### src/rtl/ram_fifo_ctrl_if.sv
// Bundle of the push/pop streaming handshakes and the block-RAM port for ram_fifo_ctrl.
//   in_*        push side (producer -> controller)
//   out_*       pop side (controller -> consumer), plus occupancy count
//   mem_w_*     RAM write port (controller -> RAM)
//   mem_r_*     RAM read port; mem_r_data returns the cycle after mem_r_en
// Modports: slave = the controller, master = the surrounding producer/consumer/RAM.
interface ram_fifo_ctrl_if #(
   parameter int unsigned DATA_WIDTH = 8,
   parameter int unsigned ADDR_WIDTH = 4
);
   logic [DATA_WIDTH-1:0] in_data;
   logic                  in_valid;
   logic                  in_ready;
   logic [DATA_WIDTH-1:0] out_data;
   logic                  out_valid;
   logic                  out_ready;
   logic [ADDR_WIDTH+1:0] count;
   logic                  mem_w_en;
   logic [ADDR_WIDTH-1:0] mem_w_addr;
   logic [DATA_WIDTH-1:0] mem_w_data;
   logic                  mem_r_en;
   logic [ADDR_WIDTH-1:0] mem_r_addr;
   logic [DATA_WIDTH-1:0] mem_r_data;

   modport slave (
      input  in_data, in_valid, out_ready, mem_r_data,
      output in_ready, out_data, out_valid, count,
             mem_w_en, mem_w_addr, mem_w_data, mem_r_en, mem_r_addr
   );

   modport master (
      output in_data, in_valid, out_ready, mem_r_data,
      input  in_ready, out_data, out_valid, count,
             mem_w_en, mem_w_addr, mem_w_data, mem_r_en, mem_r_addr
   );
endinterface

### src/rtl/ram_fifo_ctrl.sv
// Streaming FIFO controller in front of a dual-port block RAM with 1-cycle registered read.
// Generates RAM write/read addresses and enables and absorbs read data into a 2-entry
// skid buffer so a word can leave every cycle.
// Ports:
//   clk, rst_n  clock and asynchronous active-low reset
//   bus         ram_fifo_ctrl_if.slave: push handshake, pop handshake + count, RAM ports
module ram_fifo_ctrl #(
   parameter int unsigned DATA_WIDTH = 8,
   parameter int unsigned ADDR_WIDTH = 4
) (
   input  logic           clk,
   input  logic           rst_n,
   ram_fifo_ctrl_if.slave bus
);
   localparam int unsigned PW = ADDR_WIDTH + 1;
   localparam int unsigned CW = ADDR_WIDTH + 2;
   localparam logic [PW-1:0] DEPTH = {1'b1, {ADDR_WIDTH{1'b0}}};

   logic [PW-1:0]         wr_ptr_q, wr_ptr_d;
   logic [PW-1:0]         rd_ptr_q, rd_ptr_d;
   logic                  rd_pend_q, rd_pend_d;
   logic [1:0]            skid_cnt_q, skid_cnt_d;
   logic [DATA_WIDTH-1:0] skid0_q, skid0_d;
   logic [DATA_WIDTH-1:0] skid1_q, skid1_d;
   logic [CW-1:0]         count_q, count_d;

   logic [PW-1:0] mem_cnt;
   logic [PW-1:0] mem_cnt_nxt;
   logic          full;
   logic          push;
   logic          pop;
   logic          issue;
   logic          out_valid_c;
   logic [2:0]    occ;

   // Handshake decode; push is masked in reset so no RAM write can slip through.
   always_comb begin
      mem_cnt     = wr_ptr_q - rd_ptr_q;
      full        = (mem_cnt == DEPTH);
      push        = bus.in_valid & ~full & rst_n;
      out_valid_c = (skid_cnt_q != 2'd0);
      pop         = out_valid_c & bus.out_ready;
      // Words already owed to the skid after this edge: held + in flight - leaving.
      occ         = 3'(skid_cnt_q) + 3'(rd_pend_q);
      issue       = (mem_cnt != '0) & (occ < (3'd2 + 3'(pop)));
   end

   // Next-state for pointers, read-pending flag, skid buffer and occupancy count.
   always_comb begin
      wr_ptr_d   = wr_ptr_q + PW'(push);
      rd_ptr_d   = rd_ptr_q + PW'(issue);
      rd_pend_d  = issue;
      skid_cnt_d = skid_cnt_q;
      skid0_d    = skid0_q;
      skid1_d    = skid1_q;

      // skid0 is always the head; a capture fills the first free slot after any pop.
      case ({rd_pend_q, pop})
         2'b01: begin
            skid0_d    = skid1_q;
            skid_cnt_d = skid_cnt_q - 2'd1;
         end
         2'b10: begin
            if (skid_cnt_q == 2'd0) begin
               skid0_d = bus.mem_r_data;
            end else begin
               skid1_d = bus.mem_r_data;
            end
            skid_cnt_d = skid_cnt_q + 2'd1;
         end
         2'b11: begin
            if (skid_cnt_q == 2'd1) begin
               skid0_d = bus.mem_r_data;
            end else begin
               skid0_d = skid1_q;
               skid1_d = bus.mem_r_data;
            end
         end
         default: ;
      endcase

      // Difference taken at pointer width first so the mod-2**PW wrap is preserved.
      mem_cnt_nxt = wr_ptr_d - rd_ptr_d;
      count_d     = CW'(mem_cnt_nxt) + CW'(rd_pend_d) + CW'(skid_cnt_d);
   end

   // State registers.
   always_ff @(posedge clk or negedge rst_n) begin
      if (!rst_n) begin
         wr_ptr_q   <= '0;
         rd_ptr_q   <= '0;
         rd_pend_q  <= 1'b0;
         skid_cnt_q <= 2'd0;
         skid0_q    <= '0;
         skid1_q    <= '0;
         count_q    <= '0;
      end else begin
         wr_ptr_q   <= wr_ptr_d;
         rd_ptr_q   <= rd_ptr_d;
         rd_pend_q  <= rd_pend_d;
         skid_cnt_q <= skid_cnt_d;
         skid0_q    <= skid0_d;
         skid1_q    <= skid1_d;
         count_q    <= count_d;
      end
   end

   // Output drive.
   assign bus.in_ready   = ~full;
   assign bus.out_data   = skid0_q;
   assign bus.out_valid  = out_valid_c;
   assign bus.count      = count_q;
   assign bus.mem_w_en   = push;
   assign bus.mem_w_addr = wr_ptr_q[ADDR_WIDTH-1:0];
   assign bus.mem_w_data = bus.in_data;
   assign bus.mem_r_en   = issue;
   assign bus.mem_r_addr = rd_ptr_q[ADDR_WIDTH-1:0];
endmodule

### src/flat_wrapper.sv
// flat-port wrapper written by rule: the top's interface ports become plain ports
module ram_fifo_ctrl_flat 
#(
   parameter int unsigned DATA_WIDTH = 8,
   parameter int unsigned ADDR_WIDTH = 4
)
  (clk, rst_n, bus_in_data, bus_in_valid, bus_out_ready, bus_mem_r_data, bus_in_ready, bus_out_data, bus_out_valid, bus_count, bus_mem_w_en, bus_mem_w_addr, bus_mem_w_data, bus_mem_r_en, bus_mem_r_addr);
  ram_fifo_ctrl_if #(.DATA_WIDTH(DATA_WIDTH), .ADDR_WIDTH(ADDR_WIDTH)) bus_i ();
  input  logic clk;
  input  logic rst_n;
  input wire logic [$bits(bus_i.in_data)-1:0] bus_in_data;
  input wire logic [$bits(bus_i.in_valid)-1:0] bus_in_valid;
  input wire logic [$bits(bus_i.out_ready)-1:0] bus_out_ready;
  input wire logic [$bits(bus_i.mem_r_data)-1:0] bus_mem_r_data;
  output wire logic [$bits(bus_i.in_ready)-1:0] bus_in_ready;
  output wire logic [$bits(bus_i.out_data)-1:0] bus_out_data;
  output wire logic [$bits(bus_i.out_valid)-1:0] bus_out_valid;
  output wire logic [$bits(bus_i.count)-1:0] bus_count;
  output wire logic [$bits(bus_i.mem_w_en)-1:0] bus_mem_w_en;
  output wire logic [$bits(bus_i.mem_w_addr)-1:0] bus_mem_w_addr;
  output wire logic [$bits(bus_i.mem_w_data)-1:0] bus_mem_w_data;
  output wire logic [$bits(bus_i.mem_r_en)-1:0] bus_mem_r_en;
  output wire logic [$bits(bus_i.mem_r_addr)-1:0] bus_mem_r_addr;
  assign bus_i.in_data = bus_in_data;
  assign bus_i.in_valid = bus_in_valid;
  assign bus_i.out_ready = bus_out_ready;
  assign bus_i.mem_r_data = bus_mem_r_data;
  assign bus_in_ready = bus_i.in_ready;
  assign bus_out_data = bus_i.out_data;
  assign bus_out_valid = bus_i.out_valid;
  assign bus_count = bus_i.count;
  assign bus_mem_w_en = bus_i.mem_w_en;
  assign bus_mem_w_addr = bus_i.mem_w_addr;
  assign bus_mem_w_data = bus_i.mem_w_data;
  assign bus_mem_r_en = bus_i.mem_r_en;
  assign bus_mem_r_addr = bus_i.mem_r_addr;
  ram_fifo_ctrl #(.DATA_WIDTH(DATA_WIDTH), .ADDR_WIDTH(ADDR_WIDTH)) u_core (.clk(clk), .rst_n(rst_n), .bus(bus_i));
endmodule
### config.mk
export PLATFORM = sky130hd
export DESIGN_NAME = ram_fifo_ctrl_flat
export DESIGN_NICKNAME = d
export VERILOG_FILES = /design/src/rtl/ram_fifo_ctrl_if.sv /design/src/rtl/ram_fifo_ctrl.sv /design/src/flat_wrapper.sv
export SDC_FILE = /design/constraint.sdc
export NUM_CORES = 1
export LEC_CHECK = 0
export ABC_AREA = 1
export ABC_CLOCK_PERIOD_IN_PS = 8100
export CAP_MARGIN = 25
export CORE_AREA = 4 4 85 87
export CTS_BUF_LIST = sky130_fd_sc_hd__clkbuf_4 sky130_fd_sc_hd__clkbuf_8 sky130_fd_sc_hd__clkbuf_16
export DETAILED_ROUTE_END_ITERATION = 10
export DIE_AREA = 0 0 89 91
export GPL_TIMING_DRIVEN = 0
export PLACE_DENSITY = 0.65
export SLEW_MARGIN = 20
export SYNTH_ARGS = -nofsm -noshare
export SYNTH_HDL_FRONTEND = slang
export SYNTH_SLANG_ARGS = --single-unit
### constraint.sdc
create_clock -name clk -period 8.1 [get_ports clk]
set_input_delay 0.81 -clock clk [delete_from_list [all_inputs] [get_ports clk]]
set_output_delay 0.81 -clock clk [all_outputs]
set_load 0.02 [all_outputs]
==> metrics.md, run 1 <==
| Metric | Value |
|---|---|
| Run status | completed |
| Worst-path clk slew | 80 ps |
| Xor and xnor area share after synthesis | 3.157% |
| Post-synthesis compound-gate area fraction | 10.94% |
| Max-cap violations | 0 |
| Synth Flop Type | dfrtp_1 |
| Core footprint | 6350 um2 |
| CTS root buf | clkbuf_8 |
| Final ANT Viol Nets | 0 |
| Slew @ Worst Pin | 470.6 ps |
| Post-Synth Simple-Gate Area | 16.23% |
| Final layout net count | 365 |
| Met1 usage | 16.97% |
| Critical Path RT | 8280 ps |
| Post-route DRC | 0 |
| Worst reg-to-reg setup slack | 4330 ps |
| Top cells by area, synth | dfrtp_1 (39%), ha_1 (11%), inv_1 (9.8%) |
| Synth cell types | 21 |
| DRT Wirelength | 4.568 mm |
| Largest net degree at the start of global routing | 20 |
| Clk buf depth | 2 |
| DP HPWL | 3.727 mm |
| Tcrit/Tclk final | 46.63% |
| Worst Setup Start Kind | input port |
| Die Span Y | 91 um |
| Post-CTS setup buffer count | 0 |
| Critical path launch point | bus_out_ready |
| Cell taking the most area after synthesis | dfrtp_1 |
| Critical Path AT | 3950 ps |
| Crit path capture type | register |
| Post-route setup TNS | 0 ps |
| Filler cells | 613 |
| Sequential area share after synthesis | 39.46% |
| FP Rows | 29 |
| Final count of negative-setup-slack endpoints | 0 |
| GRT Total Usage | 12.62% |
| Syn Area/Cell | 8.251 um2 |
| FF+latch count, synth | 35 |
| Vias in the first global route | 1815 |
| CTS tree | done |
| Main combinational cell family by area after synthesis | simple AND/OR/NAND/NOR gates |
| Worst min path class | in2async |
| Layout Skew | 10.59 ps |
| Top cell type's share of synthesized area | 39.46% |
| H-tree levels | 2 |
| Post-synth EDFFs | 0 |
| GR peak layer | met2 |
| TritonCTS Buffers | 5 |
| Share of cells above drive strength 1 | 10.53% |
| Via Count | 1780 |
| Synth warnings | 0 |
| Reg2Reg Depth | 18 |
| RSZ-0062 raised after global routing | false |
| Min Clock Period, post-route | 3777 ps |
| Syn Inst Count | 269 |
| R2R Path Start | u_core.rd_ptr_q[3] |
| Drt pass-1 iters | 4 |
| Global Route met2 Usage | 19.86% |
| R2R Path End | u_core.bus.count[4] |
| Initial DRC Count | 68 |
| Diodes inserted | 0 |
| Area Growth Syn to Fin | 29.65% |
| CTS resizes | 0 |
| Die Width | 89 um |
| Met3 usage | 2.353% |
| Async set-reset flop share out of synthesis | 100.0% |
| Drt wl/cell | 11.42 um |
| Mapped Area | 2220 um2 |
| Initial Utilization | 34.96% |
| First-pass GRT wire length | 8.197 mm |
| Adder-cell share of the synthesized area | 13.98% |
| Fmax achieved | 264.8 MHz |
| Final Wtd Congestion | 0.8073 |
| GRT overflow | 0 |
| Clk sink count | 35 |
| Critical path class | in2reg |
| Final Max Tran Viols | 0 |
| Crit-path max FO | 4 |
| Final Hold Fails | 0 |
| Worst setup endpoint | u_core.bus.count[4] |
| CTS Hold Bufs | 0 |
| Count of input and output buffers | 45 |
| Clk Latency, worst-skew pair | 290 ps |
| Syn_nets | 312 |
| Top Ports | 54 |
| DR vias/cell | 4.450 |
| DIE AREA | 8099 um2 |
| Mux contribution to synthesized area | 0% |
| Antenna violations before repair | 0 |
| Rel. slew slack | 68.63% |
-- cell type report --
cell class	count	area (um2)	share of cell area, %
plain buffers	18	142.6	4.957
well taps	77	96.34	3.348
inverters	58	217.7	7.565
flip-flops and latches	35	875.8	30.43
clock buffers	5	68.82	2.391
multi-input cells	158	983.4	34.17
clock inverters	3	20.02	0.6957
repair buffers	46	473.0	16.43
-- sequential cells by signal, summed over array words and instances (netlist names) --
signal,cells
u_core.rd_pend_q,1
u_core.wr_ptr_q,5
u_core.skid1_q,8
u_core.rd_ptr_q,5
u_core.bus.out_data,8
u_core.skid_cnt_q,2
u_core.bus.count,6
-- logic make-up after synthesis --
logic type / Yosys count
fa+ha+maj: 23
buf+inv: 76
xor+xnor: 8
flops: 35
simple gates: 86
compound gates: 41
-- synth_stat cells (3+ instances only) --
library cell  number
inv_1             58
nand2_1           58
dfrtp_1           35
ha_1              20
nand3_1           18
buf_4             16
o21ai_0           13
o22ai_1            8
a21oi_1            7
o21ai_1            6
xor2_1             6
nand4_1            5
nor2_1             4
fa_1               3
-- stage by stage --
step	setup slack, ps	cell area, um2	hold slack, ps	utilization [%]	cells
2_1_floorplan	4426	2220	453.0	-	269
3_3_place_gp	3325	2766	468.0	43.57	391
3_5_place_dp	3993	2789	481.2	43.92	392
4_1_cts	4295	2878	472.5	45.32	400
5_1_grt	3890	2878	488.5	45.32	400
6_report	4323	2878	459.0	45.32	400
-- worst min path at each step --
stage	start	to	depth (start not counted)
2_1_floorplan	u_core.skid1_q[0]	u_core.skid1_q[0]	2
3_3_place_gp	u_core.skid1_q[4]	u_core.skid1_q[4]	2
3_5_place_dp	u_core.skid1_q[5]	u_core.skid1_q[5]	2
4_1_cts	rst_n	u_core.skid1_q[3]	1
5_1_grt	rst_n	u_core.skid1_q[3]	1
6_report	rst_n	u_core.skid1_q[3]	1
-- layer usage --
layer | up-vias | routed length, um
met5 | - | 0
met4 | 0 | 89
met3 | 6 | 201
met2 | 34 | 2164
met1 | 798 | 2112
li1 | 942 | -
-- critical path: stages --
cell	delay [ps]
clkdlybuf4s50_1	450
nand2_1	110
o21ai_0	190
nand2_1	90
a21oi_1	360
ha_1	280
ha_1	280
fa_1	540
inv_1	60
fa_1	380
inv_1	90
nor2_1	60
inv_1	60
nor2_1	40
nand3_1	80
nand2_1	60
-- cell usage in the layout (no fill, tap or decap) --
master / synthesis / layout
a21oi_1: 7 / 7
a21oi_2: 2 / 2
buf_16: 0 / 1
buf_2: 0 / 1
buf_4: 16 / 16
buf_6: 2 / 2
clkbuf_8: 0 / 5
clkdlybuf4s50_1: 0 / 44
clkinv_2: 0 / 1
clkinvlp_4: 0 / 2
dfrtp_1: 35 / 35
fa_1: 3 / 3
ha_1: 20 / 20
inv_1: 58 / 58
nand2_1: 58 / 58
nand2_2: 1 / 1
nand3_1: 18 / 18
nand4_1: 5 / 5
nor2_1: 4 / 4
o211ai_1: 2 / 2
o211ai_2: 1 / 1
o21ai_0: 13 / 13
o21ai_1: 6 / 6
o21ai_2: 2 / 2
o22ai_1: 8 / 8
xnor2_1: 2 / 2
xor2_1: 6 / 6
Power of run 1 is not shown: default switching activity piles up to over one toggle a cycle in this logic, so the estimate is an artifact.
==> run 2, diff against run 1 <==
--- a/config.mk
+++ b/config.mk
@@ -6,14 +6,14 @@
 export NUM_CORES = 1
 export LEC_CHECK = 0
 export ABC_AREA = 1
-export ABC_CLOCK_PERIOD_IN_PS = 8100
+export ABC_CLOCK_PERIOD_IN_PS = 3000
 export CAP_MARGIN = 25
 export CORE_AREA = 4 4 85 87
 export CTS_BUF_LIST = sky130_fd_sc_hd__clkbuf_4 sky130_fd_sc_hd__clkbuf_8 sky130_fd_sc_hd__clkbuf_16
 export DETAILED_ROUTE_END_ITERATION = 10
 export DIE_AREA = 0 0 89 91
 export GPL_TIMING_DRIVEN = 0
-export PLACE_DENSITY = 0.65
+export PLACE_DENSITY = 0.67
 export SLEW_MARGIN = 20
 export SYNTH_ARGS = -nofsm -noshare
 export SYNTH_HDL_FRONTEND = slang
==> constraint.sdc (replaced) <==
create_clock -name clk -period 3 [get_ports clk]
set_input_delay 0.3 -clock clk [delete_from_list [all_inputs] [get_ports clk]]
set_output_delay 0.3 -clock clk [all_outputs]
set_load 0.02 [all_outputs]
==> run 2 against run 1 <==
Net effect:
- the flow now finishes with violations (negative setup slack)
- utilization is 6.0 points higher
- die area stayed put
- worst setup slack worse by 4400 ps
- critical path depth is 4 higher
- critical path type is now reg2reg
==> metrics.md, run 2 (same netlist as run 1, synthesis figures left out) <==
| Metric | Value |
|---|---|
| Drt wl/cell | 12.92 um |
| Cell mode on critical path | inv_2 |
| Initial Utilization | 34.96% |
| Share of cells above drive strength 1 | 27.94% |
| Worst-path cell chain | inv_2, ha_4, nand2_4, nand2_4, nand2_2, nand4_1, nor2_4, a21oi_4, ha_4, inv_2, ha_4, fa_1, inv_2, fa_2, inv_2, nor2_2, inv_1, nor2_1, nand3_1, nand2_1 |
| Via Count | 1928 |
| Critical Path RT | 3190 ps |
| Final Max Tran Viols | 0 |
| First-pass GRT wire length | 9.011 mm |
| Final Hold Fails | 0 |
| Count of input and output buffers | 45 |
| Delay-heaviest family, CP | adder cells |
| Failing checks | negative setup slack |
| Worst-path clk slew | 80 ps |
| Fmax achieved | 322.3 MHz |
| DRT Wirelength | 5.386 mm |
| Clk sink count | 35 |
| DIE AREA | 8099 um2 |
| Final count of negative-setup-slack endpoints | 4 |
| GRT Total Usage | 14.25% |
| Rel. slew slack | 64.63% |
| Crit-path max FO | 3 |
| Die Width | 89 um |
| Clk Latency, worst-skew pair | 300 ps |
| Largest net degree at the start of global routing | 26 |
| Slowest CP cell | fa_1 |
| Final ANT Viol Nets | 0 |
| CTS tree | done |
| Crit path capture type | register |
| Max-cap violations | 0 |
| Final layout net count | 382 |
| DP HPWL | 3.847 mm |
| Die Span Y | 91 um |
| FP Rows | 29 |
| GRT overflow | 0 |
| Final WS setup | -102.7 ps |
| Vias in the first global route | 1929 |
| Tcrit/Tclk final | 103.4% |
| Worst Setup Start Kind | register |
| H-tree levels | 2 |
| Post-route setup TNS | -342.3 ps |
| Area Growth Syn to Fin | 46.90% |
| Post-Layout Inst Area | 3261 um2 |
| Layout Skew | 8.041 ps |
| Drt pass-1 iters | 4 |
| Core footprint | 6350 um2 |
| CP peak stage delay | 520 ps |
| Worst reg-to-reg setup slack | -100 ps |
| DR vias/cell | 4.624 |
| Final Wtd Congestion | 0.8291 |
| Clk buf depth | 2 |
| Top Ports | 54 |
| Min Clock Period, post-route | 3103 ps |
| CP bufs+invs | 5 |
| Placed cell areas | 2939 um2 |
| Diodes inserted | 0 |
| Initial DRC Count | 56 |
| TritonCTS Buffers | 5 |
| Critical path class | reg2reg |
| Post-route DRC | 0 |
| Slew @ Worst Pin | 528.8 ps |
| Run status | finished, violations left |
| Antenna violations before repair | 0 |
| RSZ-0062 raised after global routing | true |
| Critical Path AT | 3300 ps |
| Most frequent cells in the layout | nand2_1 (52), inv_1 (49), clkdlybuf4s50_1 (44), buf_4 (30), dfrtp_1 (29) |
| CTS root buf | clkbuf_8 |
| Worst min path class | reg2reg |
| Commonest non-fill, non-tap cell in the layout | nand2_1 |
run 2: tightest hold or removal path, delay by kind of cell, from the launching register on:
family             cells  cell delay, ps
DFF                    1             350
AOI/OAI and AO/OA      1              60
and+or+nand+nor        1              50
run 2: routing by layer:
metal	wire length, um	global-route usage, %	vias up	share of wire (%)
li1	-	-	974	-
met1	2365	18.34	897	44
met2	2659	22.96	50	49
met3	296	3.891	7	5.5
met4	63	4.839	0	1.2
met5	0	0	-	0
run 2: timing repair:
| action | CTS | global route |
|---|---|---|
| hold endpoints to repair | 11 | 0 |
| pin swaps | 14 | 12 |
| gates resized for setup | 10 | 15 |
| cloned | 0 | 0 |
| endpoints found under the setup margin | 5 | 5 |
| hold buffers | 2 | 0 |
| buffers inserted | 12 | 3 |
run 2: area by class of cell:
cell class              instances  area (um2)
plain buffers                  18       142.6
repair buffers                 63       601.8
multi-input cells             158        1206
clock inverters                 3       43.79
clock buffers                   5       68.82
fillers                       569        3089
flip-flops and latches         35       883.3
inverters                      58       217.7
well taps                      77       96.34
run 2: final timing paths:
| kind | from | end | cells after the start |
|---|---|---|---|
| setup / recovery | u_core.rd_ptr_q[1] | u_core.bus.count[4] | 20 |
| hold / removal | u_core.skid1_q[7] | u_core.skid1_q[7] | 2 |
| setup reg to reg | u_core.rd_ptr_q[1] | u_core.bus.count[4] | 20 |
| hold reg to reg | u_core.skid1_q[7] | u_core.skid1_q[7] | 2 |
| max in group asynchronous | rst_n | u_core.skid1_q[0] | 3 |
| min in group asynchronous | rst_n | u_core.bus.count[5] | 3 |
run 2: per-stage QoR:
| stage | util, % | std cells | hold slack (ps) | setup WS, ps |
|---|---|---|---|---|
| 2_1_floorplan | - | 269 | 4.409 | -106.1 |
| 3_3_place_gp | 46.05 | 391 | 467.1 | -1221 |
| 3_5_place_dp | 46.29 | 392 | 205.8 | -273.9 |
| 4_1_cts | 50.01 | 414 | 495.7 | -147.7 |
| 5_1_grt | 51.35 | 417 | 512.0 | -270.8 |
| 6_report | 51.35 | 417 | 491.1 | -102.7 |
Power of run 2 is left out for the same reason.
==> run 3, diff against run 2 <==
--- a/config.mk
+++ b/config.mk
@@ -14,7 +14,6 @@
 export DIE_AREA = 0 0 89 91
 export GPL_TIMING_DRIVEN = 0
 export PLACE_DENSITY = 0.67
-export SLEW_MARGIN = 20
 export SYNTH_ARGS = -nofsm -noshare
 export SYNTH_HDL_FRONTEND = slang
 export SYNTH_SLANG_ARGS = --single-unit
==> run 3 against run 2 <==
Net effect:
- the flow still finishes with violations (negative setup slack)
- count of clock-buffer cells in the layout is the same
- critical path depth shrank 3
- via count shrank 0.88%
- hold slack lost 390 ps
- worst setup slack lost 4.2 ps
- wire length shrank 3.6%
- utilization shrank 1.4 points
- sequential cell count is the same
- register-to-register slack is essentially flat
- final cell count shrank 0.48%
- die area is the same
- critical endpoint is now u_core.bus.count[2]
==> metrics.md, run 3 (same netlist as run 1, synthesis figures left out) <==
| Metric | Value |
|---|---|
| Run status | finished, violations left |
| Failing checks | negative setup slack |
| Die Span Y | 91 um |
| Top Ports | 54 |
| R2R Path End | u_core.bus.count[2] |
| FP Rows | 29 |
| Area Growth Syn to Fin | 42.84% |
| TritonCTS Buffers | 5 |
| Number of cells after detailed placement | 391 |
| Final WS setup | -106.9 ps |
| Largest net degree at the start of global routing | 37 |
| Reg2Reg Depth | 17 |
| Storage element area | 883.3 um2 |
| Share of cells above drive strength 1 | 26.92% |
| Worst Setup Start Kind | register |
| Crit path capture type | register |
| Final std cells w/o fill | 415 |
| Critical Path AT | 3330 ps |
| Hold WS | 102.8 ps |
| CTS tree | done |
| Clk Latency, worst-skew pair | 290 ps |
| Crit-path max FO | 3 |
| Worst slack, placed | -280.4 ps |
| Critical path class | reg2reg |
| Vias in the first global route | 1945 |
| Tcrit/Tclk final | 103.6% |
| Fmax achieved | 321.9 MHz |
| RSZ-0062 raised after global routing | true |
| Final Wtd Congestion | 0.8291 |
| Count of input and output buffers | 45 |
| DRT Wirelength | 5.194 mm |
| Filler cells | 603 |
| Commonest non-fill, non-tap cell in the layout | nand2_1 |
| Drt pass-1 iters | 4 |
| DIE AREA | 8099 um2 |
| Post-route DRC | 0 |
| GRT overflow | 0 |
| Clk sink count | 35 |
| Layout Skew | 7.601 ps |
| Area of the multi-input gates | 1176 um2 |
| DR vias/cell | 4.605 |
| Final Hold Fails | 0 |
| Antenna violations before repair | 0 |
| Max-cap violations | 0 |
| R2R Path Start | u_core.wr_ptr_q[1] |
| Diodes inserted | 0 |
| Final layout net count | 380 |
| Worst min path class | in2async |
| Slew @ Worst Pin | 830.2 ps |
| Clk buf depth | 2 |
| Highest Signal Layer | met4 |
| GRT Total Usage | 13.61% |
| Via Count | 1911 |
| Most frequent cells in the layout | nand2_1 (54), inv_1 (49), clkdlybuf4s50_1 (44), buf_4 (32), dfrtp_1 (29) |
| Rel. slew slack | 44.65% |
| Routed metal-1 wirelength | 2.212 mm |
| Final Max Tran Viols | 0 |
| DR WL met2 | 2.612 mm |
| Initial DRC Count | 60 |
| Initial Utilization | 34.96% |
| WL met3 | 297 um |
| Worst-path clk slew | 80 ps |
| Drt wl/cell | 12.52 um |
| Min Clock Period, post-route | 3107 ps |
| Final design utilization | 49.93% |
| Core footprint | 6350 um2 |
| H-tree levels | 2 |
| Final count of negative-setup-slack endpoints | 4 |
| Critical Path RT | 3220 ps |
| Worst reg-to-reg setup slack | -110 ps |
| First-pass GRT wire length | 8.707 mm |
| Die Width | 89 um |
| DP HPWL | 3.835 mm |
| CTS root buf | clkbuf_8 |
| Final ANT Viol Nets | 0 |
[run 3: cell count changes in the layout (fill, tap and decap cells not counted), sizes merged]
cell	previous run	this run
clkinv	2	1
dlygate4sd3	2	0
clkinvlp	0	2
bufinv	1	0
[run 3: final cells by class]
type / count / area share [%]
plain buffers: 18 / 4.499
clock buffers: 5 / 2.170
clock inverters: 3 / 0.6314
inverters: 58 / 6.867
multi-input cells: 158 / 37.10
flip-flops and latches: 35 / 27.86
well taps: 77 / 3.039
repair buffers: 61 / 17.84
[run 3: worst max-delay path by stage]
| stage | from | endpoint | slack [ps] | cells after the start |
|---|---|---|---|---|
| 2_1_floorplan | u_core.rd_ptr_q[1] | u_core.bus.count[4] | -110 | 19 |
| 3_3_place_gp | rst_n | u_core.bus.count[5] | -1220 | 13 |
| 3_5_place_dp | u_core.rd_ptr_q[2] | u_core.bus.count[5] | -280 | 18 |
| 4_1_cts | u_core.rd_ptr_q[2] | u_core.bus.count[4] | -150 | 20 |
| 5_1_grt | u_core.rd_ptr_q[2] | u_core.bus.count[4] | -300 | 20 |
| 6_report | u_core.wr_ptr_q[1] | u_core.bus.count[2] | -110 | 17 |
[run 3: per-stage QoR]
stage	setup TNS, ps	instance area (um2)
after floorplan	-264.4	2377
after global placement	-7051	2924
after detailed placement	-999.4	2919
after CTS	-495.8	3112
after global routing	-1051	3171
final	-338.5	3171
[run 3: what timing repair did]
action / 4_1_cts / 5_1_grt
pin swaps: 14 / 9
hold buffers: 0 / 0
setup buffers: 12 / 4
setup endpoints to repair: 5 / 5
resized for setup: 10 / 8
[run 3: per-layer routing]
metal	vias up	GRT usage [%]
li1	971	-
met1	885	16.86
met2	46	22.77
met3	9	3.891
met4	0	4.094
met5	-	0
[run 3: critical path, stage by stage, from the launching register on]
cell     delay (ps)
dfrtp_2         430
ha_4            260
nand2_2          70
nand2_2          60
nand2_2          60
nand4_1         120
nor2_4          210
a21oi_4          90
ha_4            270
inv_2            40
ha_4            250
inv_2            40
fa_2            410
fa_2            360
inv_2            70
buf_4            90
buf_4            90
xor2_1          110
Power of run 3 is left out for the same reason.
==> RTL edit 1, RTL diff (config.mk and constraints of run 2) <==
`ADDR_WIDTH` is set to 4 in 3 places; all go to 2.
--- a/src/rtl/ram_fifo_ctrl_if.sv
+++ b/src/rtl/ram_fifo_ctrl_if.sv
@@ -6,7 +6,7 @@
 // Modports: slave = the controller, master = the surrounding producer/consumer/RAM.
 interface ram_fifo_ctrl_if #(
    parameter int unsigned DATA_WIDTH = 8,
-   parameter int unsigned ADDR_WIDTH = 4
+   parameter int unsigned ADDR_WIDTH = 2
 );
    logic [DATA_WIDTH-1:0] in_data;
    logic                  in_valid;
--- a/src/rtl/ram_fifo_ctrl.sv
+++ b/src/rtl/ram_fifo_ctrl.sv
@@ -6,7 +6,7 @@
 //   bus         ram_fifo_ctrl_if.slave: push handshake, pop handshake + count, RAM ports
 module ram_fifo_ctrl #(
    parameter int unsigned DATA_WIDTH = 8,
-   parameter int unsigned ADDR_WIDTH = 4
+   parameter int unsigned ADDR_WIDTH = 2
 ) (
    input  logic           clk,
    input  logic           rst_n,
--- a/src/flat_wrapper.sv
+++ b/src/flat_wrapper.sv
@@ -2,7 +2,7 @@
 module ram_fifo_ctrl_flat 
 #(
    parameter int unsigned DATA_WIDTH = 8,
-   parameter int unsigned ADDR_WIDTH = 4
+   parameter int unsigned ADDR_WIDTH = 2
 )
   (clk, rst_n, bus_in_data, bus_in_valid, bus_out_ready, bus_mem_r_data, bus_in_ready, bus_out_data, bus_out_valid, bus_count, bus_mem_w_en, bus_mem_w_addr, bus_mem_w_data, bus_mem_r_en, bus_mem_r_addr);
   ram_fifo_ctrl_if #(.DATA_WIDTH(DATA_WIDTH), .ADDR_WIDTH(ADDR_WIDTH)) bus_i ();
Interface: changed (resized bus_count, bus_mem_r_addr and bus_mem_w_addr); port bits go from 54 to 48. The function was not compared with the original's and may differ.
==> RTL edit 1 against run 2 <==
- utilization decreased by 13 points
- hold slack got worse by 0.44 ns
- routed wire length decreased by 34%
- count of clock-buffer cells in the layout increased by 2
- worst setup slack improved by 0.22 ns
- fmax increased by 7.7%
- synthesized area decreased by 24%
- cell area decreased by 25%
- sequential cell count decreased by 6
- largest cell class unchanged
Power is not shown: default switching activity piles up to over one toggle a cycle in this logic, so the estimate is an artifact.
==> RTL edit 1: results (changes against run 2) <==
drive_gt1_frac: 0.2174  # -0.06202
path_max_fanout: 2  # -1
async_reset_ff_frac: 1.000  # unchanged
run_status: "complete, no violations"
synthDistinctLibCells: 19  # -9.5%
placed_cell_area_um2: 2175  # -26%
placed_cells: 313  # -20%
r2r_slack_ns: 0.12  # +0.22 ns
arrival_ns: 3.11  # -0.19 ns
cp_top_family: "adder cells"
critical-path-max-stage-delay_ns: 0.41  # -0.11 ns
grt_pass1_wl_mm: 6.175  # -31%
vias: 1382  # -28%
io_buffers: 39  # -13%
netlist_instances: 197  # -27%
first_pass_iters: 5  # +1
grt_max_degree: 31  # +19%
cp_slowest_cell: "fa_2"
r2r_cells: 13  # -35%
antenna_found_initial: 0  # unchanged
track_usage: 0.09714  # -0.04540
nFillCells: 620  # +9.0%
first_iter_violations: 51  # -8.9%
synthTopCellsByCount: "inv_1, nand2_1, dfrtp_1, o21ai_0, ha_1"
yosysSeqAreaShare: 0.4306  # +0.03600
layout.nets: 290  # -24%
routabilityCongestion: 0.7385  # -11%
wl_per_cell_um: 10.82  # -16%
fin_worst_skew_ns: 0.008410  # +0.0003690 ns
h-tree-depth: 2  # unchanged
netlist_top_cells_area: "dfrtp_1, ha_1, inv_1"
clockBufferDepth: 2  # unchanged
post-dp-hpwl_mm: 2.646  # -31%
clkLatencyLatePin_ns: 0.28  # -0.02 ns
grt_pass1_vias: 1413  # -27%
hp-class: "input port to asynchronous set/reset pin"
ys_dominant_reg_cell: "dfrtp_1"
ys_warn_count: 0  # unchanged
cts_made_buffers: 5  # unchanged
drt_wl_total_mm: 3.569  # -34%
synth_fp_nets: 235  # -25%
whs_ns: 0.04671  # -0.4444 ns
reg2reg_from: "u_core.skid_cnt_q[0]$_DFF_PN0_"
final_antenna_net_count: 0  # unchanged
timing.rr.end: "u_core.bus.count[1]$_DFF_PN0_"
worst_slew_pin_slew_ns: 0.6709  # +0.1421 ns
==> RTL edit 1: worst register-to-register path: cells and delay by family, from the launching register on <==
family                     cells  cell delay [ns]
buffers and inverters          5             0.38
DFF                            1             0.38
and+or+nand+nor                2             0.32
AOI/OAI and AO/OA              1             0.13
adders and majority gates      5             1.63
==> RTL edit 1: kinds of logic after synthesis <==
| logic type | count (synthesis) | synth area share |
|---|---|---|
| simple gates | 55 | 0.1299 |
| buf+inv | 57 | 0.1589 |
| flops | 29 | 0.4306 |
| fa+ha+maj | 18 | 0.1470 |
| compound gates | 34 | 0.1128 |
| xor+xnor | 4 | 0.02079 |
==> RTL edit 1: worst max-delay path by stage <==
stage                                    from                            end  slack [ns]  depth (start not counted)
3_3_place_gp                            rst_n  u_core.bus.count[3]$_DFF_PN0_       -0.74                         13
5_1_grt        u_core.skid_cnt_q[0]$_DFF_PN0_  u_core.bus.count[3]$_DFF_PN0_       -0.01                         13
3_5_place_dp                    bus_out_ready  u_core.bus.count[3]$_DFF_PN0_        -0.1                         13
4_1_cts        u_core.skid_cnt_q[0]$_DFF_PN0_  u_core.bus.count[3]$_DFF_PN0_        0.01                         13
6_report       u_core.skid_cnt_q[0]$_DFF_PN0_  u_core.bus.count[1]$_DFF_PN0_        0.12                         13
2_1_floorplan  u_core.skid_cnt_q[0]$_DFF_PN0_  u_core.bus.count[2]$_DFF_PN0_      -0.006                         14
==> RTL edit 1: layer usage <==
| metal | global-route usage | up-vias | wire [um] |
|---|---|---|---|
| met5 | 0 | - | 0 |
| met4 | 0.03970 | 0 | 95 |
| met3 | 0.03348 | 10 | 294 |
| met2 | 0.1516 | 44 | 1562 |
| met1 | 0.1217 | 622 | 1617 |
| li1 | - | 706 | - |
==> RTL edit 1: repair_timing <==
| item | CTS | global route |
|---|---|---|
| buffers inserted | 5 | 4 |
| setup endpoints to repair | 3 | 3 |
| gates resized for setup | 2 | 14 |
| pin swaps | 2 | 5 |
| hold buffers | 0 | 0 |
| hold endpoints to repair | 0 | 0 |
==> RTL edit 1: layout make-up <==
class                           instances  area [um^2]  share of cell area
Buffer                                 14        106.4             0.04361
Clock buffer                            7        90.09             0.03694
Clock inverter                          1        30.03             0.01231
Inverter                               43        161.4             0.06619
Multi-Input combinational cell        111        775.7              0.3181
Sequential cell                        29        725.7              0.2976
Tap cell                               77        96.34             0.03951
Timing Repair Buffer                   48        452.9              0.1857
==> RTL edit 1: per-stage QoR <==
| stage | TNS [ns] | setup WS (ns) | util |
|---|---|---|---|
| after floorplan | -0.006416 | -0.006416 | - |
| after global placement | -2.351 | -0.7351 | 0.3433 |
| after detailed placement | -0.2422 | -0.09787 | 0.3425 |
| after CTS | 0 | 0.01417 | 0.3683 |
| after global routing | -0.02511 | -0.01353 | 0.3840 |
| final | 0 | 0.1195 | 0.3840 |
==> RTL edit 2, RTL diff (config.mk and constraints of run 2) <==
Without the edit above. Reset style: synchronous (`rst_n`), changed in one clocked block. Comments in the files are not updated.
--- a/src/rtl/ram_fifo_ctrl.sv
+++ b/src/rtl/ram_fifo_ctrl.sv
@@ -85,7 +85,7 @@
    end
 
    // State registers.
-   always_ff @(posedge clk or negedge rst_n) begin
+   always_ff @(posedge clk) begin
       if (!rst_n) begin
          wr_ptr_q   <= '0;
          rd_ptr_q   <= '0;
Function: differs if rst_n is asserted again (counterexample within 4 cycles, from zero or initial values and one cycle with rst_n low); with rst_n held inactive, the same outputs for 10 cycles.
==> RTL edit 2 against run 2 <==
- the run still ends with setup timing left
- die area unchanged
- sequential cell count unchanged
- synthesized area down 1.6%
- cell area down 6.6%
- count of clock-buffer cells in the layout up 1
- routed wire length down 7.4%
- final cell count up 3.4%
- worst setup slack worse by 0.11 ns
- critical path type unchanged
==> RTL edit 2: results (changes against run 2) <==
met2_length_mm: 2.535  # -4.7%
crit_start: "u_core.wr_ptr_q[2]$_SDFF_PN0_"
violations: "setup timing"
placed_cell_area_um2: 2816  # -4.2%
first_iter_violations: 81  # +45%
hold-path-endpoint: "u_core.bus.count[3]$_SDFF_PN0_"
track_usage: 0.1310  # -0.01159
drive_gt1_frac: 0.2373  # -0.04212
met2_usage: 0.2265  # -0.003094
yosysSeqAreaShare: 0.3207  # -0.07386
relSlewSlack: 0.4901  # -0.1562
final-setup-viol-count: 5  # +1
min_from: "rst_n"
layout.nets: 396  # +3.7%
vias: 1963  # +1.8%
path_max_fanout: 6  # +3
synthTopCellsByCount: "inv_1, nand2_1, dfxtp_1, nor2_1, ha_1"
synthAdderAreaFrac: 0.1420  # +0.002242
dp_slack_ns: -0.3661  # -0.09223 ns
grt_max_degree: 13  # -50%
grt_use_met1: 0.1637  # -0.01966
synthXorXnorAreaFrac: 0.02005  # -0.01152
hp-class: "input port to register"
clkLatencyLatePin_ns: 0.28  # -0.02 ns
r2r_cells: 19  # -5.0%
synth_compound_area_frac: 0.1334  # +0.02409
setup_slack_ns: -0.2137  # -0.1110 ns
wl_met1_mm: 2.178  # -7.9%
run_status: "finished with violations"
routabilityCongestion: 0.7940  # -4.2%
wl_met3_um: 211  # -29%
grt_pass1_vias: 1954  # +1.3%
RTL edit 2: kinds of logic after synthesis:
family                     count (synthesis)
and+or+nand+nor                          100
buffers and inverters                     83
AOI/OAI and AO/OA                         48
DFF                                       35
adders and majority gates                 23
xor gates and xnor gates                   5
RTL edit 2: what timing repair did:
item	in CTS	in global routing
pin swaps	19	5
buffers inserted	6	2
setup endpoints to repair	5	5
gates resized for setup	11	6
hold buffers	0	0
RTL edit 2: worst max-delay path, cell delays in order (launching register included):
cell and delay (ns):
dfxtp_4 0.37, ha_4 0.25, a21oi_2 0.11, nand2_1 0.09, xor2_1 0.16, nor2_2 0.16
nand2_2 0.07, nand2_2 0.08, nor2_4 0.05, ha_4 0.20, ha_4 0.27, inv_2 0.03
fa_1 0.51, inv_2 0.05, fa_2 0.36, nand2_2 0.09, nor2_2 0.05, nand3_1 0.08
nand2_1 0.07, nor2_2 0.09
RTL edit 2: metrics by stage:
stage | setup TNS, ns | instances | utilization | hold slack [ns]
global route | -1.709 | 431 | 0.4798 | 0.3363
global placement | -0.8449 | 415 | 0.4435 | 0.5085
finish | -0.7029 | 431 | 0.4798 | 0.3217
CTS | -0.9664 | 429 | 0.4715 | 0.3122
detailed placement | -1.212 | 415 | 0.4435 | 0.5040
floorplan | -0.4224 | 294 | - | 0.4480
RTL edit 2: area by class of cell:
type / count / area [um^2] / share of cell area
multi-input combinational: 176 / 1232 / 0.4045
sequential: 35 / 718.2 / 0.2357
timing repair buffer: 52 / 500.5 / 0.1643
inverter: 61 / 229.0 / 0.07515
buffer: 22 / 162.7 / 0.05339
tap: 77 / 96.34 / 0.03162
clock buffer: 6 / 93.84 / 0.03080
clock inverter: 2 / 13.76 / 0.004517
